===== src/rtl/pea_cmd_decode.sv =====
`default_nettype none
// ============================================================================
//  Module   : pea_cmd_decode
//  Purpose  : Command-token front end of the Polynomial Evaluation
//             Accelerator. Pops command words from a first-word-fall-through
//             FIFO while the enable stage is in setup mode and decodes them
//             into mode / b / N / slot. Keeps a table of the degree N for up
//             to 8 coefficient vectors. Holds the decoded instruction until
//             the datapath signals completion.
//  Ports    :
//    clk            in   system clock, all state on rising edge
//    rst            in   synchronous active-high reset
//    enable         in   firing-ready flag from the enable stage
//    command_data   in   head word of the command FIFO (only [15:0] used)
//    fire_done      in   one-cycle pulse: current instruction finished
//    command_rd_en  out  pop strobe to the command FIFO
//    next_mode_out  out  2'b00 SETUP_INSTR, 2'b01 INSTR
//    mode           out  decoded opcode (0 STP, 1 EVP, 2 EVB, 3 RST)
//    b              out  second command argument
//    N              out  degree of the vector used by the current instruction
//    slot           out  coefficient-vector slot id
//    invalid_cmd    out  one-cycle pulse: popped token rejected
//  Revision : 1.0  initial release
// ============================================================================
module pea_cmd_decode #(
   parameter int WORD_SIZE = 16
) (
   input  logic                 clk,
   input  logic                 rst,
   input  logic                 enable,
   input  logic [WORD_SIZE-1:0] command_data,
   input  logic                 fire_done,
   output logic                 command_rd_en,
   output logic [1:0]           next_mode_out,
   output logic [7:0]           mode,
   output logic [4:0]           b,
   output logic [3:0]           N,
   output logic [2:0]           slot,
   output logic                 invalid_cmd
);

   typedef enum logic [0:0] {
      ST_SETUP = 1'b0,
      ST_INSTR = 1'b1
   } state_t;

   localparam logic [7:0] c_OP_STP = 8'd0;
   localparam logic [7:0] c_OP_EVP = 8'd1;
   localparam logic [7:0] c_OP_EVB = 8'd2;
   localparam logic [7:0] c_OP_RST = 8'd3;

   localparam logic [1:0] c_NM_SETUP = 2'b00;
   localparam logic [1:0] c_NM_INSTR = 2'b01;

   // Registered state
   state_t     r_state_q;
   logic [7:0] r_mode_q;
   logic [4:0] r_b_q;
   logic [3:0] r_n_q;
   logic [2:0] r_slot_q;
   logic       r_invalid_q;
   logic [3:0] r_tbl_q [8];
   logic [7:0] r_valid_q;

   // Next-state values
   state_t     w_state_d;
   logic [7:0] w_mode_d;
   logic [4:0] w_b_d;
   logic [3:0] w_n_d;
   logic [2:0] w_slot_d;
   logic       w_invalid_d;
   logic [3:0] w_tbl_d [8];
   logic [7:0] w_valid_d;

   // Token fields
   logic [7:0] w_opcode;
   logic [4:0] w_arg_b;
   logic [2:0] w_arg_slot;
   logic       w_rd_en;
   logic       w_accept;

   assign w_opcode   = command_data[7:0];
   assign w_arg_b    = command_data[12:8];
   assign w_arg_slot = command_data[15:13];

   // Gating with rst keeps the FIFO from losing a word in a reset cycle.
   assign w_rd_en = (r_state_q == ST_SETUP) && enable && !rst;

   always_comb begin
      w_state_d   = r_state_q;
      w_mode_d    = r_mode_q;
      w_b_d       = r_b_q;
      w_n_d       = r_n_q;
      w_slot_d    = r_slot_q;
      w_invalid_d = 1'b0;
      w_tbl_d     = r_tbl_q;
      w_valid_d   = r_valid_q;
      w_accept    = 1'b0;

      case (r_state_q)
         ST_SETUP: begin
            if (w_rd_en) begin
               case (w_opcode)
                  c_OP_STP: begin
                     // Degree is 4 bits; b[4] set would overflow the table.
                     if (!w_arg_b[4]) begin
                        w_accept              = 1'b1;
                        w_n_d                 = w_arg_b[3:0];
                        w_tbl_d[w_arg_slot]   = w_arg_b[3:0];
                        w_valid_d[w_arg_slot] = 1'b1;
                     end
                  end
                  c_OP_EVP, c_OP_EVB: begin
                     // Table read uses the pre-edge contents, so a STP
                     // committed on an earlier edge is already visible.
                     if ((w_arg_b != 5'd0) && r_valid_q[w_arg_slot]) begin
                        w_accept = 1'b1;
                        w_n_d    = r_tbl_q[w_arg_slot];
                     end
                  end
                  c_OP_RST: begin
                     w_accept  = 1'b1;
                     w_n_d     = 4'd0;
                     w_valid_d = 8'd0;
                     for (int i = 0; i < 8; i++) begin
                        w_tbl_d[i] = 4'd0;
                     end
                  end
                  default: begin
                     w_accept = 1'b0;
                  end
               endcase

               if (w_accept) begin
                  w_mode_d  = w_opcode;
                  w_b_d     = w_arg_b;
                  w_slot_d  = w_arg_slot;
                  w_state_d = ST_INSTR;
               end else begin
                  // Rejected token: consumed, decoded outputs untouched.
                  w_invalid_d = 1'b1;
               end
            end
         end

         ST_INSTR: begin
            if (fire_done) begin
               w_state_d = ST_SETUP;
            end
         end

         default: begin
            w_state_d = ST_SETUP;
         end
      endcase
   end

   always_ff @(posedge clk) begin
      if (rst) begin
         r_state_q   <= ST_SETUP;
         r_mode_q    <= 8'd0;
         r_b_q       <= 5'd0;
         r_n_q       <= 4'd0;
         r_slot_q    <= 3'd0;
         r_invalid_q <= 1'b0;
         r_valid_q   <= 8'd0;
         for (int i = 0; i < 8; i++) begin
            r_tbl_q[i] <= 4'd0;
         end
      end else begin
         r_state_q   <= w_state_d;
         r_mode_q    <= w_mode_d;
         r_b_q       <= w_b_d;
         r_n_q       <= w_n_d;
         r_slot_q    <= w_slot_d;
         r_invalid_q <= w_invalid_d;
         r_valid_q   <= w_valid_d;
         for (int i = 0; i < 8; i++) begin
            r_tbl_q[i] <= w_tbl_d[i];
         end
      end
   end

   assign command_rd_en = w_rd_en;
   assign next_mode_out = (r_state_q == ST_INSTR) ? c_NM_INSTR : c_NM_SETUP;
   assign mode          = r_mode_q;
   assign b             = r_b_q;
   assign N             = r_n_q;
   assign slot          = r_slot_q;
   assign invalid_cmd   = r_invalid_q;

endmodule
`default_nettype wire


===== config.mk =====
export PLATFORM = sky130hd
export DESIGN_NAME = pea_cmd_decode
export DESIGN_NICKNAME = d
export VERILOG_FILES = /design/src/rtl/pea_cmd_decode.sv
export SDC_FILE = /design/constraint.sdc
export NUM_CORES = 1
export LEC_CHECK = 0
export BUFFER_PORTS_ARGS = -buffer_cell sky130_fd_sc_hd__buf_2
export CORE_UTILIZATION = 57
export DETAILED_ROUTE_END_ITERATION = 8
export GPL_ROUTABILITY_DRIVEN = 1
export PLACE_DENSITY = 0.82
export RECOVER_POWER = 100
export SETUP_SLACK_MARGIN = 0.3
export SLEW_MARGIN = 40
export SYNTH_ARGS = -nofsm -noshare
export SYNTH_HDL_FRONTEND = slang
export SYNTH_SLANG_ARGS = --single-unit

===== constraint.sdc =====
create_clock -name clk -period 2.8 [get_ports clk]
set_input_delay 0.28 -clock clk [delete_from_list [all_inputs] [get_ports clk]]
set_output_delay 0.28 -clock clk [all_outputs]
set_load 0.01 [all_outputs]

Word level (Yosys, flattened, before mapping)
Index checks and enable logic that the tools add are counted.

word-level totals
  output and inout port bits = 24
  register bits after elaboration = 62

operators by class
  equal/unequal tests = 5
  muxes and demuxes = 28
  $lt $le $gt $ge = 4
  bitwise operators = 4
  reductions and logical operators = 15

operators with widths
  operator                                                                count
  32-bit case mux with 2 select lines                                     1
  32-bit bitwise mux                                                      1
  32-bit two-way mux                                                      1
  4-bit two-way mux                                                       5
  8-bit by 2-bit equality test with 1-bit output (second input constant)  2
  8-bit case mux with 2 select lines                                      1
  4-bit binary-select mux with 3-bit select                               1
  4-bit demux with 3-bit select                                           1
  4-bit case mux with 3 select lines                                      1
  1-bit two-way mux                                                       11
  8-bit by 1-bit equality test with 1-bit output (second input constant)  1
  8-bit zero test                                                         1
  8-bit two-way mux                                                       1
  8-bit bitwise OR                                                        1
  1-bit logical AND                                                       5
  5-bit AND reduction                                                     1
  5-bit nonzero test                                                      1
  4-bit greater-or-equal comparator (second input constant)               1
  3-bit by 4-bit < comparator with 1-bit output (second input constant)   1
  4-bit by 1-bit < comparator with 1-bit output (second input constant)   1
  2-bit != test (second input constant)                                   2
  3-bit inverter with 4-bit output                                        1
  4-bit AND reduction                                                     1
  1-bit binary-select mux with 3-bit select                               1
  11 further kinds                                                        12

Logic depth before layout (Yosys ltp)
Gate-level depths: netlist of the first run.

  word-level depth = 10
  mapped depth = 9
  depth with buffers taken out = 7

Worst setup path after synthesis of the first run
OpenSTA, ideal clock, no wires.

  path type = in2reg
  start point = input port command_data[13]
  end point = register r_b_q[0] (netlist: b[0])
  path buffers = 2
  library setup time = 0.121 ns
  stages on the path = 7
  arrival = 2.027 ns
  slack = 0.652 ns
  cell sequence = buf_6 -> mux2_1 -> mux4_2 -> a311oi_2 -> nor3_1 -> buf_6 -> mux2_4

on the way
  longest elaborated chain between the ends = 8

RTL lines
  item                                       line  source
  from (decl)                                31    input logic [WORD_SIZE-1:0] command_data,
  1-bit binary-select mux with 3-bit select  116   if ((w_arg_b != 5'd0) && r_valid_q[w_arg_slot]) begin
  1-bit two-way mux (not written as such)    116
  1-bit logical AND                          116
  1-bit two-way mux                          116
  1-bit case mux with 3 select lines         103   case (w_opcode)
  1-bit two-way mux                          102   if (w_rd_en) begin
  1-bit two-way mux                          100   case (r_state_q)
  3-bit AND reduction (no line)              --
  to (signal assigned)                       173   r_b_q <= w_b_d;
  to (decl)                                  58    logic [4:0] r_b_q;

Every way passes these cells. The select of a mux whose other input is x is not followed.
A chain may end at the register's enable or synchronous reset.

Worst setup path after layout of the first run
  start point = register r_state_q
  end point = register r_tbl_q[5] in the netlist's numbering

on the way
  longest elaborated chain between the ends = 4

RTL lines
  item                               line  source
  from (decl)                        56    state_t r_state_q;
  from (signal assigned)             171   r_state_q <= w_state_d;
  1-bit inverter (no line) (*)       --
  1-bit logical AND (2 in a row)     87    assign w_rd_en = (r_state_q == ST_SETUP) && enable && !rst;
  4-bit AND reduction (no line) (*)  --
  to (signal, indexed assignment)    179   r_tbl_q[i] <= w_tbl_d[i];
  to (decl)                          62    logic [3:0] r_tbl_q [8];

Mark *: on every way between the ends. The rest lies on a longest branch, timed or not.

==> run summary, run 1 <==
=================================================================================
TritonCTS sink count ...............................................           62
Number of post-CTS setup repair buffers ............................            0
Global-route wire length before repair .............................      10.7 mm
Minimum setup slack after placement ................................     0.365 ns
Total inserted antenna cells .......................................            0
Maximum fanout encountered on the critical timing path .............           12
Last weighted congestion value of the routability-driven placer ....        0.782
All-layer global routing usage .....................................        25.7%
Drt via density ....................................................         5.72
PnR worst setup slack ..............................................     0.397 ns
Most instantiated flip-flop cell in the synthesis netlist .......... sky130_fd_sc_hd__dfxtp_1
Core outline area ..................................................     5170 µm²
Synthesized Nets ...................................................          334
Post-cts gate resize count .........................................            0
Post-CTS Hold Buffers ..............................................            0
R2R Setup Slk ......................................................      0.40 ns
Maximum Capacitance Violations .....................................            0
Total of fill cells in the finished design .........................          410
Transition time at the pin with the least slew margin ..............     0.979 ns
TritonCTS buffer count .............................................            9
Cell area after synthesis ..........................................     3090 µm²
Post-synth ARST share ..............................................           0%
Cell types with the highest counts after synthesis ................. sky130_fd_sc_hd__dfxtp_1, sky130_fd_sc_hd__nand2_1, sky130_fd_sc_hd__nor2_1
CTS tree ...........................................................          yes
Most frequent cell after synthesis ................................. sky130_fd_sc_hd__dfxtp_1
Starting Density ...................................................        59.7%
HPWL reported at the end of detailed placement .....................      4.57 mm
Count of unique library cells instantiated by Yosys ................           48
Final max-slew violation count .....................................            0
Crit. Startpoint ...................................................    r_state_q
Startpoint of the tightest hold check path ......................... command_data[10]
Cells on worst reg2reg path ........................................            8
Clock transition at the registers of the reported paths ............      0.07 ns
Antenna violation net count after detailed routing .................            0
Min-delay worst type ............................................... primary input to register
Ratio of total power to cell area ..................................   581 nW/µm²
Number of DRC violations after detailed routing ....................            0
Area of the die ....................................................     5720 µm²
Vias ...............................................................         2470
Total area of multi-input combinational cells ......................     1650 µm²
Final setup TNS ....................................................         0 ns
Source-to-sink clock delay at the later pin of the worst-skew pair .      0.35 ns
Number of non-filler instances in the completed layout .............          432
Run status .........................................................    completed
Cell at the root of the clock tree ................................. sky130_fd_sc_hd__clkbuf_8
Cell type with the largest total area after synthesis .............. sky130_fd_sc_hd__dfxtp_1
Die height .........................................................      75.6 µm
Num rows ...........................................................           26
F_max ..............................................................    0.416 GHz
Count of endpoints failing setup in the final report ...............            0
Number of nets in the layout .......................................          377
I/O pin total ......................................................           44
Cell types occupying the most area after synthesis ................. sky130_fd_sc_hd__dfxtp_1, sky130_fd_sc_hd__mux2_2, sky130_fd_sc_hd__nand2_1, sky130_fd_sc_hd__nor2_1, sky130_fd_sc_hd__mux4_2
Number of warnings issued by yosys .................................            0
Area growth syn-to-layout ..........................................        14.4%
Register bit total from synthesis ..................................           62
Largest net degree at the start of global routing ..................           52
CTS H-Tree Depth ...................................................            3
Cell leakage power .................................................      1.30 nW
Number of iterations in the first detailed-routing pass ............            4
Footprint of the flip-flops and latches ............................     1240 µm²
Startpoint of the worst-slack reg-to-reg timing path ...............    r_state_q
Synth Instances ....................................................          314
CP Capture Type ....................................................     register
Type of the worst setup path ....................................... register to register
Initial DRC Count ..................................................          143
Period minus WS final ..............................................      2.40 ns
Placed Instances ...................................................          416
Post-detailed-route wirelength per cell ............................      15.8 µm
Portion of synthesized cell area occupied by the leading cell type .        40.2%
Hold Violations, Final .............................................            0
Portion of the post-synthesis area used by sequential elements .....        40.2%
Unrepaired setup endpoints after global routing ....................        false
Die outline width ..................................................      75.6 µm
Post-route clock period utilization ................................        85.8%
Sum of overflow across all layers after global routing .............            0
Buffer depth of the longest clock path .............................            2
R2r endpoint .......................................................   r_tbl_q[5]
Post-synth EDFFs ...................................................            0
Rel. slew slack ....................................................        34.6%
Clock tree skew after final layout .................................   0.00538 ns
Mean area per synthesized cell .....................................     9.84 µm²
Vias in the first global route .....................................         2332
Terminating pin of the worst hold path .............................         b[2]
Total of buffers placed on input and output ports ..................           42
Proportion of layout cells with a drive suffix above 1 .............        26.2%
Initial antenna violation count ....................................            0
Hold path cells ....................................................            2
Data arrival time of the critical path .............................      2.68 ns
Required time of the critical path .................................      3.08 ns
Total wirelength of the detailed-routed design .....................      6.81 mm
Element type at the critical path start ............................     register
Largest vdd supply drop ............................................     0.363 mV
=================================================================================
-- worst max-delay path by stage --
stage                       to  slack (ns)  depth (start not counted)
global route        r_tbl_q[5]        0.23                          8
CTS                       b[2]        0.60                          6
detailed placement     slot[1]        0.37                          7
finish              r_tbl_q[5]        0.40                          8
floorplan                 b[0]        0.65                          7
global placement          b[0]        0.41                          7
-- report_power, final --
group          internal, W  switching, W  total (W)
clock             0.000686      0.000384    0.00107
combinational    0.0000326     0.0000701   0.000103
sequential        0.000882   0.000000429   0.000883
-- state kept, by name (all words and copies together) (netlist names) --
signal,cells
r_valid_q,8
N,4
slot,3
r_tbl_q,32
invalid_cmd,1
mode,8
r_state_q,1
b,5
-- worst max-delay path, stage by stage, from the launching register on --
cell                       delay (ns)
sky130_fd_sc_hd__dfxtp_1         0.32
sky130_fd_sc_hd__nand3b_1        0.17
sky130_fd_sc_hd__inv_1           0.15
sky130_fd_sc_hd__nand4_1         0.28
sky130_fd_sc_hd__clkbuf_1        0.36
sky130_fd_sc_hd__a211oi_1        0.43
sky130_fd_sc_hd__buf_4           0.21
sky130_fd_sc_hd__mux2_2          0.33
sky130_fd_sc_hd__nor2_1          0.09
-- logic make-up after synthesis --
logic type / Yosys count / synth area share, %
muxes: 61 / 24.8
and+or+nand+nor: 117 / 17.5
AOI/OAI and AO/OA: 43 / 12.4
xor gates and xnor gates: 1 / 0.283
buffers and inverters: 29 / 4.66
other: 1 / 0.121
DFF: 62 / 40.2
-- metrics by stage --
stage | utilization [%] | hold WS, ns | total power [W] | instance area (µm²)
finish | 68.4 | 0.207 | 0.00205 | 3540
detailed placement | 64.9 | 0.457 | 0.00101 | 3360
global placement | 64.9 | 0.441 | 0.00101 | 3360
CTS | 70.1 | 0.210 | 0.00206 | 3630
floorplan | - | 0.423 | 0.000973 | 3090
global route | 68.4 | 0.218 | 0.00210 | 3540
-- layout make-up --
| cell class | instances | area share, % |
|---|---|---|
| inverter | 9 | 0.955 |
| tap | 70 | 2.48 |
| multi-input combinational | 223 | 46.8 |
| clock inverter | 7 | 4.10 |
| timing repair buffer | 52 | 7.08 |
| sequential | 62 | 35.1 |
| clock buffer | 9 | 3.50 |
-- routing by layer --
metal	global-route usage, %	vias to the layer above	share of wire [%]
li1	-	1192	-
met1	31.0	1176	46
met2	43.3	82	46
met3	6.08	20	5.0
met4	12.1	0	2.9
met5	0	-	0
-- cell usage in the layout (no fill, tap or decap), types with 2 or more instances in the layout --
| master | n |
|---|---|
| sky130_fd_sc_hd__clkbuf_8 | 9 |
| sky130_fd_sc_hd__a211oi_1 | 9 |
| sky130_fd_sc_hd__o31ai_1 | 3 |
| sky130_fd_sc_hd__o221a_2 | 2 |
| sky130_fd_sc_hd__a211o_1 | 2 |
| sky130_fd_sc_hd__nor2_1 | 38 |
| sky130_fd_sc_hd__a211oi_2 | 3 |
| sky130_fd_sc_hd__nand2_1 | 44 |
| sky130_fd_sc_hd__nor3b_1 | 8 |
| sky130_fd_sc_hd__nand2b_1 | 2 |
| sky130_fd_sc_hd__a21oi_1 | 4 |
| sky130_fd_sc_hd__nor3_1 | 5 |
| sky130_fd_sc_hd__buf_2 | 20 |
| sky130_fd_sc_hd__o211ai_1 | 2 |
| sky130_fd_sc_hd__o21ai_0 | 3 |
| sky130_fd_sc_hd__nor2b_1 | 7 |
| sky130_fd_sc_hd__mux2_2 | 34 |
| sky130_fd_sc_hd__inv_1 | 8 |
| sky130_fd_sc_hd__mux2i_1 | 11 |
| sky130_fd_sc_hd__mux2_1 | 9 |
| sky130_fd_sc_hd__o21a_1 | 6 |
| sky130_fd_sc_hd__buf_4 | 7 |
| sky130_fd_sc_hd__and2_1 | 2 |
| sky130_fd_sc_hd__clkbuf_1 | 24 |
| sky130_fd_sc_hd__dfxtp_1 | 62 |
| sky130_fd_sc_hd__mux4_2 | 6 |
| sky130_fd_sc_hd__o22a_1 | 2 |
| sky130_fd_sc_hd__bufinv_16 | 4 |
| sky130_fd_sc_hd__nand3_1 | 2 |
Power figures use the tool's default switching activity.
==> run 2: changes to the inputs <==
Settings changed: REMOVE_ABC_BUFFERS from default to 1.
==> run 2 against run 1 <==
Net effect:
- routed wire length increased by 0.37%
- maximum frequency grew 0.27%
- critical path depth down 2
- sequential share of layout area up 1.2 points
- global-route usage decreased by 0.38 points
- die area did not move
- register-to-register slack about the same
- core utilization fell by 2.2 points
- clock skew up 0.0013 ns
- sequential power is essentially flat
- sequential cell count did not move
- setup slack improved by 0.0065 ns
==> run summary, run 2 (synthesis results as in run 1) <==
==================================================================================
Run status ..........................................................    completed
Largest net degree at the start of global routing ...................           52
Minimum setup slack after placement .................................     0.366 ns
Terminating pin of the worst hold path ..............................         b[1]
Data arrival time of the critical path ..............................      2.62 ns
TritonCTS buffer count ..............................................            9
GR Layer Usage met1 .................................................        32.9%
Net switching power figure ..........................................   0.000390 W
Flip-flop count of the largest register, all copies and words added .           32
Rel. slew slack .....................................................        37.5%
Transition time at the pin with the least slew margin ...............     0.935 ns
CP Capture Type .....................................................     register
Cell internal power dissipation .....................................    0.00127 W
Met2 track demand over resource .....................................        39.5%
Hold Violations, Final ..............................................            0
Starting Density ....................................................        59.7%
Most common library cell in the layout ignoring fill and taps ....... sky130_fd_sc_hd__dfxtp_1
Post-detailed-route wirelength per cell .............................      15.8 µm
R2R Setup Slk .......................................................      0.40 ns
Initial antenna violation count .....................................            0
Most heavily used metal layer in global routing .....................         met2
Maximum Capacitance Violations ......................................            0
Initial DRC Count ...................................................          138
Global-route wire length before repair ..............................      10.5 mm
CTS H-Tree Depth ....................................................            3
Largest vdd supply drop .............................................     0.346 mV
I/O pin total .......................................................           44
Number of post-CTS setup repair buffers .............................            0
Post-route clock period utilization .................................        85.6%
Total of buffers placed on input and output ports ...................           42
Type of the worst setup path ........................................ register to register
Final max-slew violation count ......................................            0
Vias ................................................................         2441
Post-CTS Hold Buffers ...............................................            0
TritonCTS sink count ................................................           62
Count of endpoints failing setup in the final report ................            0
Ratio of total power to cell area ...................................   485 nW/µm²
Startpoint of the tightest hold check path .......................... command_data[9]
Total inserted antenna cells ........................................            0
Unrepaired setup endpoints after global routing .....................        false
Area growth syn-to-layout ...........................................        10.6%
All-layer global routing usage ......................................        25.3%
R2r endpoint ........................................................      mode[1]
Min-delay worst type ................................................ primary input to register
Share of total power consumed by net switching ......................        23.5%
Antenna violation net count after detailed routing ..................            0
Final setup TNS .....................................................         0 ns
Die height ..........................................................      75.6 µm
Num rows ............................................................           26
Die outline width ...................................................      75.6 µm
Sum of overflow across all layers after global routing ..............            0
Number of iterations in the first detailed-routing pass .............            4
Combinational power share ...........................................         6.4%
Startpoint of the worst-slack reg-to-reg timing path ................ r_valid_q[3]
Clock power share ...................................................        40.4%
Proportion of layout cells with a drive suffix above 1 ..............        24.0%
Required time of the critical path ..................................      3.03 ns
Number of nets in the layout ........................................          380
Part of the power in registers ......................................        53.3%
Last weighted congestion value of the routability-driven placer .....        0.819
Vias in the first global route ......................................         2242
Crit. Startpoint .................................................... r_valid_q[3]
Buffer depth of the longest clock path ..............................            2
Element type at the critical path start .............................     register
Maximum fanout encountered on the critical timing path ..............           20
Area of the die .....................................................     5720 µm²
Cell at the root of the clock tree .................................. sky130_fd_sc_hd__clkbuf_8
Core outline area ...................................................     5170 µm²
Cell leakage power ..................................................      1.24 nW
GRT met3 Usage ......................................................        5.29%
Number of DRC violations after detailed routing .....................            0
Hold path cells .....................................................            2
Total of fill cells in the finished design ..........................          430
Cells on worst reg2reg path .........................................            6
Drt via density .....................................................         5.65
Source-to-sink clock delay at the later pin of the worst-skew pair ..      0.34 ns
Period minus WS final ...............................................      2.40 ns
Top reg by flops ....................................................      r_tbl_q
CTS tree ............................................................          yes
PnR worst setup slack ...............................................     0.404 ns
Post-cts gate resize count ..........................................            0
Total wirelength of the detailed-routed design ......................      6.83 mm
Most frequent cells in the layout ................................... sky130_fd_sc_hd__dfxtp_1, sky130_fd_sc_hd__nand2_1, sky130_fd_sc_hd__nor2_1
HPWL reported at the end of detailed placement ......................      4.69 mm
Clock tree skew after final layout ..................................   0.00663 ns
Smallest hold slack .................................................     0.192 ns
Clock transition at the registers of the reported paths .............      0.06 ns
F_max ...............................................................    0.417 GHz
==================================================================================
-- run 2: cell count changes in the layout (fill, tap and decap cells not counted), sizes merged --
| cell | delta |
|---|---|
| clkbuf | +7 |
| bufinv | -4 |
| buf | -2 |
| clkinv | +1 |
| clkinvlp | -1 |
| inv | -1 |
-- run 2: power by group through the flow --
| stage | logic [W] | registers, W | clock network, W |
|---|---|---|---|
| after floorplan | 0.0000420 | 0.000904 | 0 |
| after global placement | 0.000106 | 0.000903 | 0 |
| after detailed placement | 0.000108 | 0.000903 | 0 |
| after CTS | 0.000109 | 0.000884 | 0.000677 |
| after global routing | 0.000114 | 0.000883 | 0.000722 |
| final | 0.000105 | 0.000884 | 0.000669 |
-- run 2: worst max path at each step --
stage             endpoint  slack, ns  cells after the start
2_1_floorplan         b[0]      -0.17                      4
4_1_cts               b[3]       0.55                      6
3_3_place_gp       slot[1]       0.42                      7
5_1_grt        r_tbl_q[28]       0.25                      6
6_report           mode[1]       0.40                      6
3_5_place_dp       slot[1]       0.37                      7
-- run 2: metal layers --
metal	share of wire (%)	routed length, µm
met1	47	3200
met2	44	3040
met3	6.1	418
met4	2.6	176
met5	0	0
-- run 2: area by class of cell --
type                       instances  area [µm²]  share of cell area [%]
tap                               70        87.6                    2.56
inverter                           9        33.8                   0.988
multi-input combinational        223        1640                    48.0
clock buffer                      11         151                    4.43
timing repair buffer              55         253                    7.39
clock inverter                     2        10.0                   0.293
sequential                        62        1240                    36.3
-- run 2: through the flow --
stage	utilization (%)	total power, W	instances	area [µm²]
floorplan	-	0.000946	294	2980
global placement	65.4	0.00101	419	3380
detailed placement	65.4	0.00101	419	3380
CTS	68.5	0.00167	432	3540
global route	66.1	0.00172	432	3420
finish	66.1	0.00166	432	3420
-- run 2: critical path, cell delays in order, from the launching register on --
cell	delay, ns
sky130_fd_sc_hd__dfxtp_1	0.33
sky130_fd_sc_hd__mux2_1	0.32
sky130_fd_sc_hd__mux4_2	0.51
sky130_fd_sc_hd__a311oi_1	0.50
sky130_fd_sc_hd__nor3_2	0.07
sky130_fd_sc_hd__buf_4	0.23
sky130_fd_sc_hd__mux2_1	0.33
